### src/rtl/demux_pkg.sv
// rtl/demux_pkg.sv - shared constants, clog2 helper and channel slice macro for the stream demux
`ifndef DEMUX_PKG_SV
`define DEMUX_PKG_SV

// Bit range of channel k inside a flattened NUM_OUT*w bus
`define DEMUX_SLICE(k, w) (k)*(w) +: (w)

package demux_pkg;

  localparam int DEF_WIDTH   = 8;
  localparam int DEF_NUM_OUT = 8;
  localparam int DEF_CNT_W   = 8;

  // Smallest r with 2**r >= n; used to size the select field
  function automatic int clog2(input int n);
    int r;
    r = 0;
    while ((1 << r) < n) r++;
    return r;
  endfunction

endpackage

`endif

### src/rtl/demux_out_slot.sv
// rtl/demux_out_slot.sv - one-entry output slot with valid/ready drain and same-cycle refill
module demux_out_slot
  import demux_pkg::*;
#(
  parameter int WIDTH = DEF_WIDTH
) (
  input  logic             clk,
  input  logic             rst,
  input  logic             load,
  input  logic [WIDTH-1:0] load_data,
  input  logic             out_ready,
  output logic             out_valid,
  output logic [WIDTH-1:0] out_data,
  output logic             free
);

  // Slot can take a word when empty or when its current word leaves this cycle
  assign free = !out_valid || out_ready;

  // EMPTY/FULL state lives in out_valid; data is held after a drain, never zeroed
  always_ff @(posedge clk) begin
    if (rst) begin
      out_valid <= 1'b0;
      out_data  <= '0;
    end else if (load) begin
      out_valid <= 1'b1;
      out_data  <= load_data;
    end else if (out_ready) begin
      out_valid <= 1'b0;
    end
  end

endmodule

### src/rtl/demux_stream_1ton.sv
// rtl/demux_stream_1ton.sv - registered 1-to-N stream demux; optional broadcast via DEMUX_STREAM_BROADCAST_EN
module demux_stream_1ton
  import demux_pkg::*;
#(
  parameter  int WIDTH   = DEF_WIDTH,
  parameter  int NUM_OUT = DEF_NUM_OUT,
  parameter  int CNT_W   = DEF_CNT_W,
  localparam int SEL_W   = clog2(NUM_OUT)
) (
  input  logic                     clk,
  input  logic                     rst,
  input  logic [WIDTH-1:0]         in_data,
  input  logic [SEL_W-1:0]         in_sel,
  input  logic                     in_valid,
`ifdef DEMUX_STREAM_BROADCAST_EN
  input  logic                     in_bcast,
`endif
  output logic                     in_ready,
  output logic [NUM_OUT*WIDTH-1:0] out_data,
  output logic [NUM_OUT-1:0]       out_valid,
  input  logic [NUM_OUT-1:0]       out_ready,
  output logic                     err_sel,
  output logic [CNT_W-1:0]         drop_cnt
);

  localparam int             NPAD      = 1 << SEL_W;
  localparam logic [SEL_W:0] NUM_OUT_L = (SEL_W+1)'(NUM_OUT);

  logic               bcast;
  logic               sel_ok;
  logic               accept;
  logic               drop;
  logic [NUM_OUT-1:0] free;
  logic [NUM_OUT-1:0] load;
  logic [NPAD-1:0]    free_pad;

`ifdef DEMUX_STREAM_BROADCAST_EN
  assign bcast = in_bcast;
`else
  assign bcast = 1'b0;
`endif

  assign sel_ok = {1'b0, in_sel} < NUM_OUT_L;

  // Widen free to the full select range so out-of-range selects read a defined bit
  always_comb begin
    free_pad              = '0;
    free_pad[NUM_OUT-1:0] = free;
  end

  // Ready: all slots free for broadcast, target slot free for unicast, always for a dropped select
  always_comb begin
    in_ready = 1'b1;
    if (bcast) begin
      in_ready = &free;
    end else if (sel_ok) begin
      in_ready = free_pad[in_sel];
    end
  end

  assign accept = in_valid && in_ready;
  assign drop   = accept && !bcast && !sel_ok;

  for (genvar k = 0; k < NUM_OUT; k++) begin : g_slot
    assign load[k] = accept && (bcast || (in_sel == SEL_W'(k)));

    demux_out_slot #(
      .WIDTH(WIDTH)
    ) u_slot (
      .clk      (clk),
      .rst      (rst),
      .load     (load[k]),
      .load_data(in_data),
      .out_ready(out_ready[k]),
      .out_valid(out_valid[k]),
      .out_data (out_data[`DEMUX_SLICE(k, WIDTH)]),
      .free     (free[k])
    );
  end

  // One-cycle error pulse and saturating drop counter for accepted out-of-range words
  always_ff @(posedge clk) begin
    if (rst) begin
      err_sel  <= 1'b0;
      drop_cnt <= '0;
    end else begin
      err_sel <= drop;
      if (drop && (drop_cnt != {CNT_W{1'b1}})) begin
        drop_cnt <= drop_cnt + CNT_W'(1);
      end
    end
  end

endmodule

### config.mk
export PLATFORM = sky130hd
export DESIGN_NAME = demux_stream_1ton
export DESIGN_NICKNAME = d
export VERILOG_FILES = /design/src/rtl/demux_pkg.sv /design/src/rtl/demux_out_slot.sv /design/src/rtl/demux_stream_1ton.sv
export SDC_FILE = /design/constraint.sdc
export NUM_CORES = 1
export LEC_CHECK = 0
export ABC_AREA = 1
export BUFFER_PORTS_ARGS = -buffer_cell sky130_fd_sc_hd__buf_4
export CAP_MARGIN = 20
export CORE_ASPECT_RATIO = 2
export CORE_UTILIZATION = 41
export CTS_BUF_LIST = sky130_fd_sc_hd__clkbuf_8
export DETAILED_ROUTE_END_ITERATION = 6
export PLACE_DENSITY = 0.64
export SLEW_MARGIN = 10
export SYNTH_ARGS = -nofsm -noshare
export SYNTH_HDL_FRONTEND = slang
export SYNTH_SLANG_ARGS = --single-unit
### constraint.sdc
create_clock -name clk -period 1.7 [get_ports clk]
set_input_delay 0.425 -clock clk [delete_from_list [all_inputs] [get_ports clk]]
set_output_delay 0.425 -clock clk [all_outputs]
set_load 0.005 [all_outputs]
==> results of run 1 <==
## power by group
part / total [W] / switching [W] / internal [W] / leakage, nW
combinational: 0.000486 / 0.000278 / 0.000209 / 1.81
clock: 0.00141 / 0.000658 / 0.000755 / 0.107
sequential: 0.00177 / 0.0000300 / 0.00174 / 0.586
total: 0.00367 / 0.000965 / 0.00270 / 2.50
## sequential cells by signal, indices dropped and copies added, names as in the netlist
signal / count
g_slot.u_slot.out_data: 64
g_slot.u_slot.out_valid: 8
## cells in the final DEF, fill, tap and decap left out, types with 2 or more instances in the layout
cell type / n
sky130_fd_sc_hd__nand3_1: 2
sky130_fd_sc_hd__nand4_4: 4
sky130_fd_sc_hd__inv_2: 6
sky130_fd_sc_hd__conb_1: 9
sky130_fd_sc_hd__nand3_2: 5
sky130_fd_sc_hd__buf_4: 115
sky130_fd_sc_hd__nand2_1: 130
sky130_fd_sc_hd__nand4_1: 32
sky130_fd_sc_hd__a21oi_1: 8
sky130_fd_sc_hd__inv_1: 120
sky130_fd_sc_hd__nor2_1: 108
sky130_fd_sc_hd__clkbuf_8: 11
sky130_fd_sc_hd__nor2_2: 3
sky130_fd_sc_hd__nand2_2: 12
sky130_fd_sc_hd__dfxtp_1: 68
sky130_fd_sc_hd__dfxtp_2: 4
## repair_timing
| action | in CTS | in global routing |
|---|---|---|
| buffers inserted | 1 | 1 |
| gates resized for setup | 9 | 5 |
| pin swaps | 1 | 4 |
| endpoints found under the setup margin | 1 | 9 |
## final cells by class
cell class	instances	area [um^2]	share of cell area [%]
Multi-Input combinational cell	318	1470	32.0
Sequential cell	72	1450	31.4
Timing Repair Buffer	117	895	19.4
Inverter	125	469	10.2
Clock buffer	11	151	3.28
Tap cell	98	123	2.66
Clock inverter	5	55.1	1.19
## path summary, 6_finish.rpt
| kind | from | end | slack [ps] | depth (start not counted) |
|---|---|---|---|---|
| setup reg to reg | g_slot[6].u_slot.out_valid | g_slot[6].u_slot.out_data[3] | 180 | 10 |
| setup / recovery | g_slot[6].u_slot.out_valid | in_ready | 30 | 6 |
| hold / removal | out_ready[2] | g_slot[2].u_slot.out_valid | 310 | 4 |
| hold reg to reg | g_slot[6].u_slot.out_valid | g_slot[6].u_slot.out_valid | 510 | 2 |
## per-layer routing
| layer | share of wire [%] | up-vias | wire length (um) |
|---|---|---|---|
| li1 | - | 1758 | - |
| met5 | 0 | - | 0 |
| met4 | 3.6 | 0 | 332 |
| met3 | 4.5 | 30 | 416 |
| met2 | 55 | 105 | 5060 |
| met1 | 37 | 1458 | 3360 |
## worst register-to-register path: cells and delay by family, from the launching register on
family        cells  cell delay (ps)
simple gates      8              900
flops             1              330
buf+inv           2              230
## cells by family after synthesis
family | share of synthesized area (%)
and+or+nand+nor | 38.2
buffers and inverters | 19.8
other | 0.106
DFF | 40.6
AOI/OAI and AO/OA | 1.37
## per-stage QoR
| stage | utilization (%) | std cells | power, W |
|---|---|---|---|
| floorplan | - | 550 | 0.00207 |
| global placement | 52.1 | 728 | 0.00228 |
| detailed placement | 52.1 | 728 | 0.00229 |
| CTS | 54.9 | 745 | 0.00369 |
| global route | 55.2 | 746 | 0.00381 |
| finish | 55.2 | 746 | 0.00367 |
==> Flow_metrics.wiki, run 1 <==
{| class="wikitable"
! Metric !! Value
|-
| Leakage dissipation || 2.50 nW
|-
| Cts bufs inserted || 9
|-
| Unique cell type count in the Yosys netlist || 21
|-
| Slowest stage delay, CP || 330 ps
|-
| Achievable Freq || 0.598 GHz
|-
| Global Route met1 Usage || between 20% and 30%
|-
| Maximum number of pins on one net before global-route repair || 40
|-
| Cell with the largest stage delay on the worst path || sky130_fd_sc_hd__dfxtp_2
|-
| Leftover overflow at the end of global routing || 0
|-
| Clock root buffer || sky130_fd_sc_hd__clkbuf_8
|-
| Final #Nets || 665
|-
| Kind of start point of the critical path || flip-flop
|-
| Post-detailed-routing wire length || 9180 um
|-
| Endpoints failing hold || 0
|-
| Top Usage Layer GRT || met2
|-
| Rows || 47
|-
| Pre-Repair DR Iteration Count || 6
|-
| Worst hold slack || around 310 ps
|-
| Main area contributors after synthesis || sky130_fd_sc_hd__dfxtp_1 (41%), sky130_fd_sc_hd__nand2_1 (14%), sky130_fd_sc_hd__inv_1 (13%)
|-
| Most used standard cell by instance count after synthesis || sky130_fd_sc_hd__nand2_1
|-
| Post-route standard cell area excluding fillers || roughly 0.0046 mm^2
|-
| Final worst path period need || 1670 ps
|-
| DRC marker count from the first detailed-route iteration || 125
|-
| Max Buffers Root-to-Sink || 2
|-
| Fin Setup TNS || 0 ps
|-
| Clock Latency Late Sink || 370 ps
|-
| Final Max Tran Viols || 0
|-
| Number of top-level design ports || 104
|-
| Final weighted congestion in routability-driven placement || between 0.8 and 0.9
|-
| Vias per inst || 4.49
|-
| Area Growth Syn to Fin || 29.9%
|-
| Crit Path Max Fanout || 3
|-
| Fraction of registers with async set/reset || 0%
|-
| Path category of the worst min-delay check || input port to flip-flop
|-
| Area of the mapped netlist || ~0.0036 mm^2
|-
| Die W || between 60 and 70 um
|-
| Clock tree from TritonCTS || yes
|-
| Endpoint type of the worst setup path || output port
|-
| Crit path buf inv count || 1
|-
| Arrival time of data at the critical path endpoint || 1250 ps
|-
| Post-placement setup slack || -74.2 ps
|-
| Kind of critical path || flip-flop to output port
|-
| Unrepaired setup endpoints after global routing || true
|-
| Worst Setup Slack, final || 28.9 ps
|-
| Placed Instance Area || between 0.004 and 0.005 mm^2
|-
| Met2 Track Usage GR || 38.8%
|-
| Power per Cell Area || 796 mW/mm^2
|-
| Depth of the CTS H-tree || 3
|-
| Total track usage || 21.3%
|-
| Number of flops mapped to enable cells by yosys || 0
|-
| Number of max-capacitance violations reported || 0
|-
| Worst clock skew on the final layout || 8.41 ps
|-
| Clk slew on worst S/H paths || 80 ps
|-
| Prevailing post-synth register cell || sky130_fd_sc_hd__dfxtp_1
|-
| Remaining DRCs || 0
|-
| Cts hold-fix bufs || 0
|-
| Dominant delay contributor by cell family on the critical path || simple AND/OR/NAND/NOR gates
|-
| Die area || 0.00906 mm^2
|-
| Post-synthesis register bit count || 72
|-
| Global-route wire length before repair || 14300 um
|-
| Fraction of layout cells with a size suffix above 1 || 26.4%
|-
| Peak VDD IR || 533 uV
|-
| CP cell instances || nand2_1, nor2_1, nor2_1, nand3_2, nand2_4, buf_6
|-
| Cell type with the highest aggregate area in the netlist || sky130_fd_sc_hd__dfxtp_1
|-
| Register area share after synthesis || 40.6%
|-
| Initial core utilization || 42.5%
|-
| # port buffers || 94
|-
| Fraction of synthesized cell area taken by the top area cell type || 40.6%
|-
| Run status || finished, final reports clean
|-
| Initial antenna violation count || 0
|-
| Top cells by instance count after synthesis || sky130_fd_sc_hd__nand2_1 (133), sky130_fd_sc_hd__inv_1 (119), sky130_fd_sc_hd__nor2_1 (110), sky130_fd_sc_hd__dfxtp_1 (72), sky130_fd_sc_hd__nand4_1 (32)
|-
| N_diodes || 0
|-
| Required time at the worst-slack endpoint || around 1300 ps
|-
| Die outline height || 134 um
|-
| Portion of the clock cycle consumed by the worst path in the final layout || 98.3%
|-
| Total via count in the routed design || 3351
|-
| YS warnings || 0
|-
| Gate count after technology mapping || around 540
|-
| Final setup viols || 0
|-
| CP dominant cell by count || sky130_fd_sc_hd__nor2_1
|-
| Core Area || 0.00835 mm^2
|-
| Total number of clock tree sinks || 72
|-
| Antenna Violating Nets Remaining || 0
|-
| Global routing met3 resource utilization || under 10%
|-
| Routed WL per cell || 12.3 um
|-
| Fill cell instance count of the final layout || 842
|-
| Vias in the first global route || 3116
|-
| Post-detailed-placement half-perimeter wirelength || around 6900 um
|-
| Synth Area per Inst || 6.55 um^2
|}
No activity file was read; power rests on OpenSTA's default activity.
==> run 2: changes to the inputs <==
--- a/config.mk
+++ b/config.mk
@@ -10,7 +10,6 @@
 export CAP_MARGIN = 20
 export CORE_ASPECT_RATIO = 2
 export CORE_UTILIZATION = 41
-export CTS_BUF_LIST = sky130_fd_sc_hd__clkbuf_8
 export DETAILED_ROUTE_END_ITERATION = 6
 export PLACE_DENSITY = 0.64
 export SLEW_MARGIN = 10
==> Flow_metrics.wiki, run 2 (synthesis gave the netlist of run 1 again) <==
{| class="wikitable"
! Metric !! Value
|-
| Run status || finished, final reports clean
|-
| Portion of the clock cycle consumed by the worst path in the final layout || 98.3% (about the same)
|-
| Clock root buffer || sky130_fd_sc_hd__clkbuf_16
|-
| Initial antenna violation count || 0 (unchanged)
|-
| Worst clock skew on the final layout || 5.71 ps (-2.70 ps)
|-
| Routed WL per cell || 12.2 um (-0.66%)
|-
| Kind of critical path || flip-flop to output port
|-
| Most frequent standard cell in the layout excluding fill and tap cells || sky130_fd_sc_hd__nand2_1
|-
| Post-detailed-routing wire length || 9100 um (-0.80%)
|-
| Global-route wire length before repair || 14400 um (+0.24%)
|-
| Clock Latency Late Sink || 330 ps (-40 ps)
|-
| Crit path buf inv count || 1 (unchanged)
|-
| Unrepaired setup endpoints after global routing || true
|-
| # port buffers || 94 (unchanged)
|-
| Core Area || 0.00835 mm^2 (unchanged)
|-
| Total track usage || 21.3% (-0.089 points)
|-
| Power per Cell Area || 890 mW/mm^2 (+12%)
|-
| Required time at the worst-slack endpoint || 1270 ps (about the same)
|-
| Cts hold-fix bufs || 0 (unchanged)
|-
| Fill cell instance count of the final layout || 841 (-0.12%)
|-
| Number of flip-flops in the largest register || 64 (unchanged)
|-
| Die outline height || 134 um (unchanged)
|-
| Max Buffers Root-to-Sink || 2 (unchanged)
|-
| Post-layout utilization of the core || 56.2% (+0.91 points)
|-
| Number of max-capacitance violations reported || 0 (unchanged)
|-
| Kind of start point of the critical path || flip-flop
|-
| Post-placement setup slack || -74.2 ps (unchanged)
|-
| Final #Nets || 664 (-0.15%)
|-
| Die area || 0.00906 mm^2 (unchanged)
|-
| Arrival time of data at the critical path endpoint || 1250 ps (about the same)
|-
| DRC marker count from the first detailed-route iteration || 145 (+16%)
|-
| Vias per inst || 4.49 (-0.10%)
|-
| Area Growth Syn to Fin || 32.0%
|-
| Initial core utilization || 42.5% (unchanged)
|-
| Leakage dissipation || 2.53 nW (+1.1%)
|-
| Total power || 0.00417 W (+14%)
|-
| Final weighted congestion in routability-driven placement || 0.809 (unchanged)
|-
| Total via count in the routed design || 3343 (-0.24%)
|-
| Number of top-level design ports || 104 (unchanged)
|-
| Rows || 47 (unchanged)
|-
| Path length in cells of the critical path || 6 (unchanged)
|-
| Endpoints failing hold || 0 (unchanged)
|-
| Depth of the CTS H-tree || 3 (unchanged)
|-
| Achievable Freq || 0.598 GHz (about the same)
|-
| Maximum number of pins on one net before global-route repair || 40 (unchanged)
|-
| Worst reg-to-reg path cell count || 10 (unchanged)
|-
| Peak VDD IR || 856 uV (+61%)
|-
| Slowest stage delay, CP || 300 ps (-30 ps)
|-
| Final setup viols || 0 (unchanged)
|-
| Hold path depth || 4 (unchanged)
|-
| Dominant delay contributor by cell family on the critical path || simple AND/OR/NAND/NOR gates
|-
| Fin Setup TNS || 0 ps (unchanged)
|-
| Leftover overflow at the end of global routing || 0 (unchanged)
|-
| CP cell instances || nand2_1, nor2_1, nor2_1, nand3_1, nand2_4, buf_4
|-
| Path category of the worst min-delay check || input port to flip-flop
|-
| Post-detailed-placement half-perimeter wirelength || 6900 um (unchanged)
|-
| Worst hold slack || 344 ps (+34.5 ps)
|-
| Total number of clock tree sinks || 72 (unchanged)
|-
| Final worst path period need || 1670 ps (+0.506 ps)
|-
| Vias in the first global route || 3122 (+0.19%)
|-
| N_diodes || 0 (unchanged)
|-
| Cts bufs inserted || 9 (unchanged)
|-
| Fraction of layout cells with a size suffix above 1 || 25.3% (-1.0 points)
|-
| Worst Setup Slack, final || 28.4 ps (-0.506 ps)
|-
| Antenna Violating Nets Remaining || 0 (unchanged)
|-
| Endpoint type of the worst setup path || output port
|-
| Registers with the most flip-flops || g_slot.u_slot.out_data: 64 flops, g_slot.u_slot.out_valid: 8 flops
|-
| Remaining DRCs || 0 (unchanged)
|-
| Die W || 67.8 um (unchanged)
|-
| Final Max Tran Viols || 0 (unchanged)
|-
| Crit Path Max Fanout || 3 (unchanged)
|-
| Clk slew on worst S/H paths || 60 ps (-20 ps)
|-
| Pre-Repair DR Iteration Count || 4 (-2)
|-
| Worst setup slack for register-to-register paths || 170 ps (about the same)
|-
| CP dominant cell by count || sky130_fd_sc_hd__nor2_1
|-
| Clock tree from TritonCTS || yes
|-
| Commonest non-fill, non-tap cells in the layout || sky130_fd_sc_hd__nand2_1 (132), sky130_fd_sc_hd__inv_1 (119), sky130_fd_sc_hd__buf_4 (115), sky130_fd_sc_hd__nor2_1 (108), sky130_fd_sc_hd__dfxtp_1 (71)
|-
| Most flop-heavy register || g_slot.u_slot.out_data
|-
| Cell with the largest stage delay on the worst path || sky130_fd_sc_hd__dfxtp_1
|}
==> run 2: what timing repair did <==
| action | in CTS | in global routing |
|---|---|---|
| buffers inserted | 1 | 0 |
| setup endpoints to repair | 1 | 10 |
| gates resized for setup | 2 | 5 |
| pin swaps | 1 | 0 |
| hold endpoints to repair | 0 | 0 |
==> run 2: metrics by stage <==
step	std cells	cell area [um^2]
after floorplan	550	3580
after global placement	728	4350
after detailed placement	728	4350
after CTS	745	4670
after global routing	745	4690
final	745	4690
==> run 2: final timing paths <==
check / startpoint / endpoint
min reg2reg: g_slot[7].u_slot.out_data[4] / g_slot[7].u_slot.out_data[4]
max reg2reg: g_slot[7].u_slot.out_valid / g_slot[6].u_slot.out_data[3]
min: out_ready[2] / g_slot[2].u_slot.out_valid
max: g_slot[7].u_slot.out_valid / in_ready
==> run 2: report_power, final <==
part / internal, W / total (W) / switching, W
Combinational: 0.000206 / 0.000481 / 0.000275
Clock: 0.00122 / 0.00192 / 0.000702
Sequential: 0.00174 / 0.00177 / 0.0000299
Total: 0.00317 / 0.00417 / 0.00101
==> run 2: worst reg2reg max path: cells and delay by family (launching register included) <==
kind	cells	cell delay, ps
AND/OR/NAND/NOR	8	940
buffers and inverters	2	240
flip-flops	1	300
==> run 2: metal layers <==
metal | wire (um) | track usage [%] | vias to the layer above
met3 | 403 | 3.94 | 22
met1 | 3340 | 21.2 | 1470
met4 | 306 | 11.7 | 0
met5 | 0 | 0 | -
met2 | 5060 | 38.8 | 96
li1 | - | - | 1755
==> run 2: cell type report <==
class	count	area (um^2)	share of cell area (%)
clock buffers	12	256	5.47
clock inverters	4	51.3	1.09
inverters	125	469	10.0
repair buffers	116	883	18.8
multi-input cells	318	1460	31.2
flip-flops and latches	72	1440	30.8
well taps	98	123	2.61
